### src/rtl/instr_encoder_pkg.sv
// rtl/instr_encoder_pkg.sv - ISA field widths, field positions, opcodes and encoder state encoding
package instr_encoder_pkg;
    localparam int INSTR_W  = 33;
    localparam int OPC_W    = 5;
    localparam int REG_W    = 4;
    localparam int IMM_W    = 16;

    localparam int OPC_LSB  = 28;
    localparam int DEST_LSB = 24;
    localparam int SRC1_LSB = 20;
    localparam int SRC2_LSB = 16;
    localparam int IMM_LSB  = 0;

    typedef enum logic [OPC_W-1:0] {
        OP_NOP  = 5'd0,  OP_LR  = 5'd1,  OP_LI  = 5'd2,  OP_SR  = 5'd3,
        OP_MOVE = 5'd4,  OP_ADD = 5'd5,  OP_ADDI = 5'd6, OP_SUB = 5'd7,
        OP_CMP  = 5'd8,  OP_AND = 5'd9,  OP_OR  = 5'd10, OP_NOT = 5'd11,
        OP_SHL  = 5'd12, OP_SHR = 5'd13, OP_BNE = 5'd14, OP_BE  = 5'd15
    } opcode_e;

    typedef enum logic [1:0] {
        ST_IDLE  = 2'd0,
        ST_LOAD  = 2'd1,
        ST_FLUSH = 2'd2,
        ST_DONE  = 2'd3
    } state_e;
endpackage

### src/rtl/instr_encoder_if.sv
// rtl/instr_encoder_if.sv - field-tuple input stream and instruction-memory write port
interface instr_encoder_if #(
    parameter int MEM_ADDR_BITS     = 8,
    parameter int INSTRUCTION_WIDTH = 33
);
    import instr_encoder_pkg::*;

    logic                         in_valid;
    logic                         in_ready;
    logic [OPC_W-1:0]             in_opcode;
    logic [REG_W-1:0]             in_dest;
    logic [REG_W-1:0]             in_src1;
    logic [REG_W-1:0]             in_src2;
    logic [IMM_W-1:0]             in_imm;
    logic                         in_last;
    logic                         imem_we;
    logic [MEM_ADDR_BITS-1:0]     imem_addr;
    logic [INSTRUCTION_WIDTH-1:0] imem_wdata;

    modport master (
        output in_valid, in_opcode, in_dest, in_src1, in_src2, in_imm, in_last,
        input  in_ready, imem_we, imem_addr, imem_wdata
    );

    modport slave (
        input  in_valid, in_opcode, in_dest, in_src1, in_src2, in_imm, in_last,
        output in_ready, imem_we, imem_addr, imem_wdata
    );
endinterface

### src/rtl/instr_pack.sv
// rtl/instr_pack.sv - combinational field packer: tuple fields to 33-bit word plus opcode-valid flag
module instr_pack
    import instr_encoder_pkg::*;
(
    input  logic [OPC_W-1:0]   opcode,
    input  logic [REG_W-1:0]   dest,
    input  logic [REG_W-1:0]   src1,
    input  logic [REG_W-1:0]   src2,
    input  logic [IMM_W-1:0]   imm,
    output logic [INSTR_W-1:0] word,
    output logic               valid
);
    always_comb begin
        word  = '0;
        valid = 1'b1;
        word[OPC_LSB +: OPC_W] = opcode;
        case (opcode)
            OP_NOP: ;
            OP_LI, OP_ADDI: begin
                word[DEST_LSB +: REG_W] = dest;
                word[IMM_LSB  +: IMM_W] = imm;
            end
            OP_LR, OP_SR, OP_SHL, OP_SHR, OP_BE, OP_BNE: begin
                word[DEST_LSB +: REG_W] = dest;
                word[SRC1_LSB +: REG_W] = src1;
                word[IMM_LSB  +: IMM_W] = imm;
            end
            OP_MOVE, OP_NOT: begin
                word[DEST_LSB +: REG_W] = dest;
                word[SRC1_LSB +: REG_W] = src1;
            end
            OP_ADD, OP_SUB, OP_AND, OP_OR: begin
                word[DEST_LSB +: REG_W] = dest;
                word[SRC1_LSB +: REG_W] = src1;
                word[SRC2_LSB +: REG_W] = src2;
            end
            // CMP has no destination: its two sources shift up into the dest/src1 slots
            OP_CMP: begin
                word[DEST_LSB +: REG_W] = src1;
                word[SRC1_LSB +: REG_W] = src2;
            end
            default: begin
                word  = '0;
                valid = 1'b0;
            end
        endcase
    end
endmodule

### src/rtl/instr_encoder.sv
// rtl/instr_encoder.sv - loads encoded instructions into instruction memory from a field-tuple stream
module instr_encoder
    import instr_encoder_pkg::*;
#(
    parameter int MEM_ADDR_BITS     = 8,
    parameter int INSTRUCTION_WIDTH = 33
) (
    input  logic                     clk,
    input  logic                     rst_n,
    input  logic                     start,
    input  logic [MEM_ADDR_BITS-1:0] base_addr,
    instr_encoder_if.slave           bus,
    output logic                     busy,
    output logic                     done,
    output logic                     err_opcode,
    output logic                     err_full,
    output logic [MEM_ADDR_BITS:0]   count
);
    localparam logic [MEM_ADDR_BITS-1:0] ADDR_MAX = '1;

    state_e                       state;
    logic [MEM_ADDR_BITS-1:0]     ptr;
    logic [MEM_ADDR_BITS:0]       cnt;
    logic                         we_q;
    logic [MEM_ADDR_BITS-1:0]     addr_q;
    logic [INSTRUCTION_WIDTH-1:0] wdata_q;
    logic                         err_op_q;
    logic                         err_full_q;
    logic [INSTR_W-1:0]           packed_word;
    logic                         op_ok;

    instr_pack u_pack (
        .opcode (bus.in_opcode),
        .dest   (bus.in_dest),
        .src1   (bus.in_src1),
        .src2   (bus.in_src2),
        .imm    (bus.in_imm),
        .word   (packed_word),
        .valid  (op_ok)
    );

    always_ff @(posedge clk or negedge rst_n) begin
        if (!rst_n) begin
            state      <= ST_IDLE;
            ptr        <= '0;
            cnt        <= '0;
            we_q       <= 1'b0;
            addr_q     <= '0;
            wdata_q    <= '0;
            err_op_q   <= 1'b0;
            err_full_q <= 1'b0;
        end else begin
            we_q <= 1'b0;
            case (state)
                ST_IDLE, ST_DONE: begin
                    if (start) begin
                        state      <= ST_LOAD;
                        ptr        <= base_addr;
                        cnt        <= '0;
                        err_op_q   <= 1'b0;
                        err_full_q <= 1'b0;
                    end
                end
                ST_LOAD: begin
                    if (bus.in_valid) begin
                        if (op_ok) begin
                            we_q    <= 1'b1;
                            addr_q  <= ptr;
                            wdata_q <= INSTRUCTION_WIDTH'(packed_word);
                            cnt     <= cnt + 1'b1;
                            // The pointer parks on the last address instead of wrapping
                            if (bus.in_last) begin
                                state <= ST_FLUSH;
                            end else if (ptr == ADDR_MAX) begin
                                err_full_q <= 1'b1;
                                state      <= ST_FLUSH;
                            end else begin
                                ptr <= ptr + 1'b1;
                            end
                        end else begin
                            err_op_q <= 1'b1;
                            if (bus.in_last) state <= ST_DONE;
                        end
                    end
                end
                ST_FLUSH: state <= ST_DONE;
                default:  state <= ST_IDLE;
            endcase
        end
    end

    assign bus.in_ready   = (state == ST_LOAD);
    assign bus.imem_we    = we_q;
    assign bus.imem_addr  = addr_q;
    assign bus.imem_wdata = wdata_q;
    assign busy           = (state == ST_LOAD) || (state == ST_FLUSH);
    assign done           = (state == ST_DONE);
    assign err_opcode     = err_op_q;
    assign err_full       = err_full_q;
    assign count          = cnt;
endmodule
### src/flat_wrapper.sv
// flat-port wrapper written by rule: the top's interface ports become plain ports
module instr_encoder_flat import instr_encoder_pkg::*;
#(
    parameter int MEM_ADDR_BITS     = 8,
    parameter int INSTRUCTION_WIDTH = 33
)
  (clk, rst_n, start, base_addr, busy, done, err_opcode, err_full, count, bus_in_valid, bus_in_opcode, bus_in_dest, bus_in_src1, bus_in_src2, bus_in_imm, bus_in_last, bus_in_ready, bus_imem_we, bus_imem_addr, bus_imem_wdata);
  instr_encoder_if #(.MEM_ADDR_BITS(MEM_ADDR_BITS), .INSTRUCTION_WIDTH(INSTRUCTION_WIDTH)) bus_i ();
  input  logic clk;
  input  logic rst_n;
  input  logic start;
  input  logic [MEM_ADDR_BITS-1:0] base_addr;
  output logic busy;
  output logic done;
  output logic err_opcode;
  output logic err_full;
  output logic [MEM_ADDR_BITS:0] count;
  input wire logic [$bits(bus_i.in_valid)-1:0] bus_in_valid;
  input wire logic [$bits(bus_i.in_opcode)-1:0] bus_in_opcode;
  input wire logic [$bits(bus_i.in_dest)-1:0] bus_in_dest;
  input wire logic [$bits(bus_i.in_src1)-1:0] bus_in_src1;
  input wire logic [$bits(bus_i.in_src2)-1:0] bus_in_src2;
  input wire logic [$bits(bus_i.in_imm)-1:0] bus_in_imm;
  input wire logic [$bits(bus_i.in_last)-1:0] bus_in_last;
  output wire logic [$bits(bus_i.in_ready)-1:0] bus_in_ready;
  output wire logic [$bits(bus_i.imem_we)-1:0] bus_imem_we;
  output wire logic [$bits(bus_i.imem_addr)-1:0] bus_imem_addr;
  output wire logic [$bits(bus_i.imem_wdata)-1:0] bus_imem_wdata;
  assign bus_i.in_valid = bus_in_valid;
  assign bus_i.in_opcode = bus_in_opcode;
  assign bus_i.in_dest = bus_in_dest;
  assign bus_i.in_src1 = bus_in_src1;
  assign bus_i.in_src2 = bus_in_src2;
  assign bus_i.in_imm = bus_in_imm;
  assign bus_i.in_last = bus_in_last;
  assign bus_in_ready = bus_i.in_ready;
  assign bus_imem_we = bus_i.imem_we;
  assign bus_imem_addr = bus_i.imem_addr;
  assign bus_imem_wdata = bus_i.imem_wdata;
  instr_encoder #(.MEM_ADDR_BITS(MEM_ADDR_BITS), .INSTRUCTION_WIDTH(INSTRUCTION_WIDTH)) u_core (.clk(clk), .rst_n(rst_n), .start(start), .base_addr(base_addr), .bus(bus_i), .busy(busy), .done(done), .err_opcode(err_opcode), .err_full(err_full), .count(count));
endmodule
### config.mk
export PLATFORM = sky130hd
export DESIGN_NAME = instr_encoder_flat
export DESIGN_NICKNAME = d
export VERILOG_FILES = /design/src/rtl/instr_encoder_pkg.sv /design/src/rtl/instr_encoder_if.sv /design/src/rtl/instr_pack.sv /design/src/rtl/instr_encoder.sv /design/src/flat_wrapper.sv
export SDC_FILE = /design/constraint.sdc
export NUM_CORES = 1
export LEC_CHECK = 0
export BUFFER_PORTS_ARGS = -buffer_cell sky130_fd_sc_hd__buf_2
export CORE_MARGIN = 2
export CORE_UTILIZATION = 40
export CTS_BUF_LIST = sky130_fd_sc_hd__clkbuf_4 sky130_fd_sc_hd__clkbuf_8
export DETAILED_ROUTE_END_ITERATION = 7
export PLACE_DENSITY = 0.69
export SETUP_SLACK_MARGIN = 0.15
export SLEW_MARGIN = 20
export SYNTH_ARGS = -nofsm -noshare
export SYNTH_HDL_FRONTEND = slang
export SYNTH_SLANG_ARGS = --single-unit
### constraint.sdc
create_clock -name clk -period 1.7 [get_ports clk]
set_input_delay 0.34 -clock clk [delete_from_list [all_inputs] [get_ports clk]]
set_output_delay 0.34 -clock clk [all_outputs]
set_load 0.005 [all_outputs]
==> out/qor.txt <==
Io pins: 102
RSZ-0062 raised after global routing: yes
Min Clock Period, post-route: 1.79 ns
Startpoint type of the worst setup path: register
Setup CP Type: register to register
Crit path max-delay cell type: dfrtp_1
Mapped Nets: 339
Synth-to-Final Area Change: 60.5%
First-pass GRT wire length: 12.9 mm
Post-synth EDFFs: 0
Worst min-delay path class: input pin to register
Drt pass-1 iters: 4
Layout Nets: 491
Static Leak: 2.29 nW
Asr flop ratio synth: 100%
CP Cell Sequence: inv_2 -> ha_4 -> inv_4 -> or2_4 -> buf_12 -> buf_12 -> buf_8 -> a22o_1
Longest Clk Path Bufs: 2
Via count: 2828
Share of layout cells above drive strength 1: 52.1%
Arr. time, crit path: 2.01 ns
Average cell area after synthesis: 10.1 µm²
Post-synth top area share: 54.0%
Setup Viol. Count Final: 38
Crit end category: register
Final WL: 8.42 mm
Ys flop type: dfrtp_1
Outcome: finished, violations left
Max-Cap Viols: 0
Clock Skews: 0.00563 ns
GRT overflow: 0
Core Util, Final: 65.3%
Least-Margin Pin Slew: 0.514 ns
CTS tree: built
Initial antenna violation count: 0
Ant diodes: 0
Vias in the first global route: 2653
Seq/Total Area, Yosys: 54.0%
#FFs+latches synth: 63
Area of the multi-input gates: 1540 µm²
Most frequent cells in the layout: buf_2, dfrtp_1, nand2_1, buf_4, a22o_1
Detail Route Antenna Nets: 0
Post-detail-place hpwl: 5.34 mm
Seq. cell area: 1580 µm²
CTS sink cnt: 63
Post-synth top area cell: dfrtp_1
PD cells: 1750 nW/µm²
Max IR drop VDD: 1350 µV
Worst rel slew slack: 65.7%
Final Hold Viols: 0
Fmax: 0.560 GHz
Vias per cell: 5.20
Crit path buf inv count: 5
Slew Viols, Final: 0
Final period util: 105%
Die area: 8000 µm²
Fill cells: 563
Die Ht: 89.4 µm
Wire per inst: 15.5 µm
Top cells by area, synth: dfrtp_1, a22o_1, nand2_1
Detailed Route Iter0 Violations: 87
DR DRC count: 0
Clk pin slew, worst setup/hold paths: 0.08 ns
Yosys warns: 0
PortBufs: 101
Core ar.: 7180 µm²
Failing checks: negative setup slack
Post-route insts no fill: 544
Total GRT Usage: 21.4%
Root Driver: clkbuf_8
Setup ws final: -0.0868 ns
Worst stage delay on the critical path: 0.44 ns
Netlist cell types: 49
Inserted Clock Buffers: 9
Post-synthesis cell count: 288
Initial Utilization: 40.7%
Most common cell after layout, fill and taps aside: buf_2
Skew-Pair Late Insertion Delay: 0.33 ns
CP Max Fanout: 7
Delay-heaviest family, CP: buffers and inverters
Critical path's most frequent cell: buf_12
Worst EP required: 1.92 ns
Die W: 89.4 µm
Cell total after placement: 498
Pin count of the biggest net entering global routing: 41
Synthesized area: 2920 µm²
GPL Wtd Cong: 0.830
H-tree depth: 3
# rows: 31
## cell type report
type | count | share of cell area, %
well taps | 99 | 2.64
inverters | 8 | 0.962
clock buffers | 9 | 2.64
repair buffers | 155 | 25.7
clock inverters | 7 | 1.55
multi-input cells | 203 | 32.9
flip-flops and latches | 63 | 33.7
## cell usage after synthesis, drive strengths merged (3+ instances only)
cell     n
dfrtp   63
nand4    3
nand3    7
a22o    23
ha       5
a221oi   4
o21ai   19
a22oi    4
nor3     6
a21o     3
clkbuf   5
nor2    26
buf      9
nand2   47
inv      7
a21oi   13
or2      4
mux2i    4
nand2b   3
## path summary, 6_finish.rpt
path	startpoint	end	slack [ns]	cells after the start
worst max-delay path	u_core.state[1]	u_core.bus.imem_wdata[0]	-0.09	8
max in group asynchronous	rst_n	u_core.ptr[4]	0.73	3
worst max register to register	u_core.state[1]	u_core.bus.imem_wdata[0]	-0.09	8
worst min-delay path	bus_in_imm[1]	u_core.bus.imem_wdata[1]	0.22	2
worst min register to register	u_core.bus.imem_addr[0]	u_core.bus.imem_addr[0]	0.48	2
min in group asynchronous	rst_n	u_core.bus.imem_wdata[16]	0.53	3
## per-layer routing
layer  track usage (%)  share of wire, %
met5                 0                 0
met4              8.01               2.3
met3              6.09               6.3
met2              34.5                47
met1              27.4                44
## sequential cells by signal, indices dropped and copies added (netlist names)
| register | cells |
|---|---|
| u_core.bus.imem_addr | 8 |
| u_core.ptr | 8 |
| u_core.err_opcode | 1 |
| u_core.bus.imem_we | 1 |
| u_core.state | 2 |
| u_core.err_full | 1 |
| u_core.bus.imem_wdata | 33 |
| u_core.count | 9 |
## report_power, final
part | leakage, nW | internal (W) | switching, W
combinational | 1.39 | 0.00231 | 0.00194
clock | 0.0956 | 0.000679 | 0.000623
sequential | 0.809 | 0.00212 | 0.000506
total | 2.29 | 0.00511 | 0.00307
## logic make-up after synthesis
| kind of cell | Yosys count | synth area share, % |
|---|---|---|
| xor+xnor | 4 | 1.20 |
| mux | 4 | 1.37 |
| fa+ha+maj | 5 | 2.14 |
| compound gates | 79 | 19.9 |
| simple gates | 111 | 18.0 |
| flops | 63 | 54.0 |
| buf+inv | 22 | 3.43 |
## worst register-to-register path: stages, from the launching register on
cell and delay, ns:
dfrtp_1 0.44, inv_2 0.11, ha_4 0.18, inv_4 0.04
or2_4 0.27, buf_12 0.14, buf_12 0.15, buf_8 0.14
a22o_1 0.21
## what timing repair did
item / in CTS / in global routing
gates resized for setup: 50 / 35
hold buffers: 1 / 0
endpoints found under the hold margin: 23 / 0
pin swaps: 30 / 13
setup buffers: 13 / 8
cloned: 8 / 0
setup endpoints to repair: 60 / 63
## stage by stage
stage	hold WS, ns	area (µm²)	setup slack, ns	setup TNS [ns]	total power, W
2_1_floorplan	0.0444	3070	0.0199	0	0.00433
3_3_place_gp	0.352	3770	-0.0678	-0.874	0.00555
3_5_place_dp	0.354	3770	-0.110	-2.27	0.00562
4_1_cts	0.201	4490	-0.0778	-0.895	0.00763
5_1_grt	0.192	4680	-0.148	-3.74	0.00877
6_report	0.217	4680	-0.0868	-1.66	0.00818
No activity file was read; power rests on OpenSTA's default activity.
